`config.mk`:
```
export PLATFORM = sky130hd
export DESIGN_NAME = halfband_decim_sched
export DESIGN_NICKNAME = d
export VERILOG_FILES = /design/src/rtl/halfband_decim_sched.sv
export SDC_FILE = /design/constraint.sdc
export NUM_CORES = 1
export LEC_CHECK = 0
export ABC_AREA = 0
export BUFFER_PORTS_ARGS = -buffer_cell sky130_fd_sc_hd__buf_4
export CAP_MARGIN = 20
export CORE_MARGIN = 2
export CORE_UTILIZATION = 40
export DETAILED_ROUTE_END_ITERATION = 10
export GPL_ROUTABILITY_DRIVEN = 0
export HOLD_SLACK_MARGIN = 0.12
export PLACE_DENSITY_LB_ADDON = 0.25
export RECOVER_POWER = 50
export SYNTH_ARGS = -nofsm -noshare
export SYNTH_HDL_FRONTEND = slang
export SYNTH_SLANG_ARGS = --single-unit
```
`constraint.sdc`:
```
create_clock -name clk -period 2.5 [get_ports clk]
set_input_delay 0.25 -clock clk [delete_from_list [all_inputs] [get_ports clk]]
set_output_delay 0.25 -clock clk [all_outputs]
set_load 0.05 [all_outputs]
```
`src/rtl/halfband_decim_sched.sv`:
```
// Clock-enable scheduler for the time-shared polyphase halfband decimator.
// Optional feature: define SCHED_SYM_COUNT_EN to add the 16-bit sym_count output.
module halfband_decim_sched #(
    parameter int CLK_DIV = 4,
    parameter int DECIM   = 2,
    parameter int SYM_DIV = 4
) (
    input  logic                       clk,
    input  logic                       reset,
    input  logic                       enable,
    input  logic                       sync,
    output logic                       clock_12_5_en,
    output logic                       sam_clk_en,
    output logic                       sym_clk_en,
    output logic [$clog2(DECIM)-1:0]   mac_phase,
`ifdef SCHED_SYM_COUNT_EN
    output logic [15:0]                sym_count,
`endif
    output logic                       acc_clear,
    output logic                       locked
);

    localparam int DW = $clog2(CLK_DIV);
    localparam int PW = $clog2(DECIM);
    localparam int SW = (SYM_DIV > 1) ? $clog2(SYM_DIV) : 1;

    localparam logic [DW-1:0] DIV_LAST = DW'(CLK_DIV - 1);
    localparam logic [PW-1:0] PH_LAST  = PW'(DECIM - 1);
    localparam logic [SW-1:0] SYM_LAST = SW'(SYM_DIV - 1);
    localparam logic [DW-1:0] DIV_ONE  = DW'(1);
    localparam logic [PW-1:0] PH_ONE   = PW'(1);
    localparam logic [SW-1:0] SYM_ONE  = SW'(1);

    typedef enum logic [1:0] {
        IDLE   = 2'd0,
        ALIGN  = 2'd1,
        LOCKED = 2'd2
    } state_t;

    state_t          state_r, state_s;
    logic [DW-1:0]   div_cnt_r, div_cnt_s;
    logic [PW-1:0]   ph_cnt_r, ph_cnt_s;
    logic [SW-1:0]   sym_cnt_r, sym_cnt_s;
    logic [PW-1:0]   mac_phase_r, mac_phase_s;
    logic            mac_en_r, mac_en_s;
    logic            sam_en_r, sam_en_s;
    logic            sym_en_r, sym_en_s;
    logic            acc_clear_r, acc_clear_s;
    logic            locked_r, locked_s;
    logic            run_s;

    // Next-state and next-output logic; strobes are computed one cycle ahead so they leave registered.
    always_comb begin
        state_s     = state_r;
        div_cnt_s   = div_cnt_r;
        ph_cnt_s    = ph_cnt_r;
        sym_cnt_s   = sym_cnt_r;
        mac_phase_s = mac_phase_r;
        mac_en_s    = 1'b0;
        sam_en_s    = 1'b0;
        sym_en_s    = 1'b0;
        acc_clear_s = 1'b0;
        run_s       = 1'b0;

        case (state_r)
            IDLE: begin
                if (enable) state_s = ALIGN;
                else        state_s = IDLE;
            end
            ALIGN, LOCKED: begin
                if (!enable)                          state_s = IDLE;
                else if (sync)                        state_s = ALIGN;
                else if (state_r == ALIGN && sym_en_r) state_s = LOCKED;
                else                                  state_s = state_r;
            end
            default: state_s = IDLE;
        endcase

        // Entering the schedule, a sync, or leaving it all restart the counters from phase 0.
        run_s = (state_r != IDLE) && enable && !sync;

        if (!run_s) begin
            div_cnt_s   = '0;
            ph_cnt_s    = '0;
            sym_cnt_s   = '0;
            mac_phase_s = '0;
        end else begin
            if (div_cnt_r == DIV_LAST) begin
                div_cnt_s = '0;
                if (ph_cnt_r == PH_LAST) begin
                    ph_cnt_s = '0;
                    if (sym_cnt_r == SYM_LAST) sym_cnt_s = '0;
                    else                       sym_cnt_s = sym_cnt_r + SYM_ONE;
                end else begin
                    ph_cnt_s = ph_cnt_r + PH_ONE;
                end
            end else begin
                div_cnt_s = div_cnt_r + DIV_ONE;
            end

            // ph_cnt/sym_cnt only move after the strobe cycle, so they describe the slot being issued.
            if (div_cnt_s == DIV_LAST) begin
                mac_en_s    = 1'b1;
                mac_phase_s = ph_cnt_r;
                acc_clear_s = (ph_cnt_r == '0);
                sam_en_s    = (ph_cnt_r == PH_LAST);
                sym_en_s    = (ph_cnt_r == PH_LAST) && (sym_cnt_r == SYM_LAST);
            end else begin
                mac_en_s = 1'b0;
            end
        end

        locked_s = (state_s == LOCKED);
    end

    // State, counter and output registers.
    always_ff @(posedge clk or negedge reset) begin
        if (!reset) begin
            state_r     <= IDLE;
            div_cnt_r   <= '0;
            ph_cnt_r    <= '0;
            sym_cnt_r   <= '0;
            mac_phase_r <= '0;
            mac_en_r    <= 1'b0;
            sam_en_r    <= 1'b0;
            sym_en_r    <= 1'b0;
            acc_clear_r <= 1'b0;
            locked_r    <= 1'b0;
        end else begin
            state_r     <= state_s;
            div_cnt_r   <= div_cnt_s;
            ph_cnt_r    <= ph_cnt_s;
            sym_cnt_r   <= sym_cnt_s;
            mac_phase_r <= mac_phase_s;
            mac_en_r    <= mac_en_s;
            sam_en_r    <= sam_en_s;
            sym_en_r    <= sym_en_s;
            acc_clear_r <= acc_clear_s;
            locked_r    <= locked_s;
        end
    end

`ifdef SCHED_SYM_COUNT_EN
    logic [15:0] sym_count_r;

    // Free-running symbol counter, bumped together with the sym_clk_en register.
    always_ff @(posedge clk or negedge reset) begin
        if (!reset) begin
            sym_count_r <= 16'd0;
        end else if (!run_s) begin
            sym_count_r <= 16'd0;
        end else if (sym_en_s) begin
            sym_count_r <= sym_count_r + 16'd1;
        end else begin
            sym_count_r <= sym_count_r;
        end
    end

    assign sym_count = sym_count_r;
`endif

    assign clock_12_5_en = mac_en_r;
    assign sam_clk_en    = sam_en_r;
    assign sym_clk_en    = sym_en_r;
    assign mac_phase     = mac_phase_r;
    assign acc_clear     = acc_clear_r;
    assign locked        = locked_r;

endmodule
```
==> out/qor.yml <==
clock_path_buffers: 2
seqPwrFrac: 0.601
synth_common_cells: "dfrtp_1, ha_1, nor2_1"
min_path_cells: 3
pin_count: 10
rr_endpoint: "div_cnt_r[0]"
rr_worst_depth: 4
vdd_ir_drop_max_mv: 0.312
die_y_um: 42.3
grt_max_degree: 14
min_to: "state_r[1]"
swShare: 0.208
dpl_cell_area_um2: 663
cts.sinks: 13
coreArea_um2: 1330
worst_slew_pin_slew_ps: 662
ys_dominant_reg_cell: "dfrtp_1"
fp.dieW_um: 42.3
antennaDiodeCount: 0
holdCritPathClass: "primary input to flip-flop"
grt_antenna_before_repair: 0
drive_gt1_frac: 0.175
slew_violations: 0
start_util: 0.441
dp.final_hpwl_um: 697
ff2ff_setup_slack_ps: 1140
p_comb_frac: 0.065
multiInputGateArea_um2: 236
crit_path_max_fanout: 6
finalHoldViolCount: 0
setup_viol: 0
syn-num-nets: 60
crit_buf_inv: 1
power_density_nw_per_um2: 524
startpoint: "state_r[1]"
postLayoutCellArea_um2: 684
path_delay_family: "simple AND/OR/NAND/NOR gates"
h-tree-depth: 1
p_int_uw: 284
rows: 13
synth_top_cell_by_area: "dfrtp_1"
fillCellCount: 122
gr-total-overflow: 0
leakage_nw: 0.340
synthCells: 50
synth_area_um2: 588
p_clk_frac: 0.335
cts_tree: "done"
drcViolationCount: 0
crit_arrival_ps: 1550
area_growth_pct: 16.4
critPathMaxStageDelay_ps: 440
synth_most_common_cell: "dfrtp_1"
crit_path_top_delay_cell: "or3_1"
hold_buffers: 1
routedWlPerCell_um: 11.8
firstDrtPassIters: 4
insertion_delay_ps: 270
rsz0062_at_grt: "false"
grt_usage: 0.125
grt_pass1_vias: 363
min_from: "enable"
status: "completed"
cap_violations: 0
synth_warnings: 0
ys_seq_elements: 13
antenna_left: 0
worstPathRequired_ps: 2680
ys_async_sr_fraction: 1.00
ff_latch_area_um2: 325
avgSynthCellArea_um2: 11.8
clkSlewWorstSetupHoldPaths_ps: 70
critical_path_class: "flip-flop to flip-flop"
dieArea_um2: 1790
netSwitchingPower_uw: 74.8
ctsResizeCount: 0
grt_pass1_wl_um: 1590
finalCritPeriodShare: 0.545
synth_edf_count: 0
postCtsSetupBuffers: 0
port_buffers: 9
skew_ps: 3.69
tns_ps: 0
crit_path_start_kind: "flip-flop"
yosysSeqAreaShare: 0.553
drt-initial-drc-count: 2
end_kind: "flip-flop"
finalCriticalPeriod_ps: 1360
via_count: 375
synth_cell_types: 21
slew_headroom: 0.559
routed_wl_um: 918
cts_root_buf: "clkbuf_4"
synth_top_area_frac: 0.553
r2r-start: "state_r[1]"
yosys-top-cells-area: "dfrtp_1, ha_1, nor2_1"
num-nets-final: 74
worstPathCellList: "inv_1, ha_1, or3_1, nor3_2"
max_clock_freq_ghz: 0.733
viasPerCell: 4.81
cts_made_buffers: 3
==> routing by layer <==
layer / vias up / share of wire / track usage
met5: - / 0 / 0
met4: 0 / 0.013 / 0.0375
met3: 2 / 0.072 / 0.0776
met2: 11 / 0.45 / 0.197
met1: 171 / 0.46 / 0.140
li1: 191 / - / -
==> cell type report <==
class	count	share of cell area
clock buffers	4	0.0384
well taps	15	0.0274
inverters	4	0.0219
flip-flops and latches	13	0.475
multi-input cells	32	0.346
repair buffers	10	0.0914
==> power groups by stage <==
stage	Combinational, mW	Clock, mW	Sequential (mW)
finish	0.0232	0.120	0.216
global route	0.0274	0.139	0.216
CTS	0.0245	0.127	0.216
detailed placement	0.0230	0	0.220
global placement	0.0234	0	0.219
floorplan	0.0135	0	0.219
==> sequential cells by signal (all words and copies together) (netlist names) <==
| register | cells |
|---|---|
| div_cnt_r | 2 |
| sym_cnt_r | 2 |
| clock_12_5_en | 1 |
| sam_clk_en | 1 |
| state_r | 2 |
| acc_clear | 1 |
| mac_phase | 1 |
| sym_clk_en | 1 |
| locked | 1 |
| ph_cnt_r | 1 |
==> per-stage QoR <==
stage | hold WS, ps | instances | util | setup WS [ps] | power (mW)
after global placement | 102 | 73 | 0.497 | 1200 | 0.243
after CTS | 239 | 78 | 0.524 | 1120 | 0.367
after floorplan | -45.6 | 50 | - | 1260 | 0.233
after detailed placement | 98.6 | 73 | 0.497 | 1170 | 0.243
after global routing | 260 | 78 | 0.513 | 1040 | 0.382
final | 251 | 78 | 0.513 | 1140 | 0.359
==> cells in the final DEF (no fill, tap or decap) <==
| master | n |
|---|---|
| o31a_2 | 1 |
| clkbuf_4 | 3 |
| nor2b_1 | 1 |
| buf_4 | 5 |
| nand3b_1 | 1 |
| inv_1 | 4 |
| dlygate4sd3_1 | 1 |
| and2_1 | 2 |
| xnor2_1 | 1 |
| or3_1 | 1 |
| a211oi_1 | 1 |
| mux2i_1 | 2 |
| dfrtp_1 | 13 |
| nand3_1 | 1 |
| nor2_1 | 6 |
| nor3b_1 | 1 |
| a21oi_2 | 1 |
| ha_1 | 6 |
| a21oi_1 | 1 |
| clkbuf_1 | 5 |
| nor3_2 | 1 |
| and3_1 | 1 |
| nand2_1 | 3 |
| nor4_1 | 1 |
==> worst min-delay path: stages <==
cell and delay, ps:
buf_4 120, nand3b_1 70, a21oi_1 50
==> worst max-delay path by stage <==
stage                         to  slack [ps]  depth (start not counted)
finish              div_cnt_r[0]        1140                          4
global route        div_cnt_r[0]        1040                          4
floorplan           div_cnt_r[0]        1260                          5
detailed placement  div_cnt_r[0]        1170                          4
global placement        ph_cnt_r        1200                          4
CTS                 div_cnt_r[0]        1120                          4
==> kinds of logic (layout without fill, tap and decap cells) <==
group | count (synthesis) | in the layout | share of synthesized area
xor gates and xnor gates | 1 | 1 | 0.0149
buffers and inverters | 5 | 18 | 0.0447
adders and majority gates | 6 | 6 | 0.128
AOI/OAI and AO/OA | 4 | 4 | 0.0532
muxes | 2 | 2 | 0.0340
DFF | 13 | 13 | 0.553
and+or+nand+nor | 19 | 19 | 0.172
No activity file was read; power rests on OpenSTA's default activity.
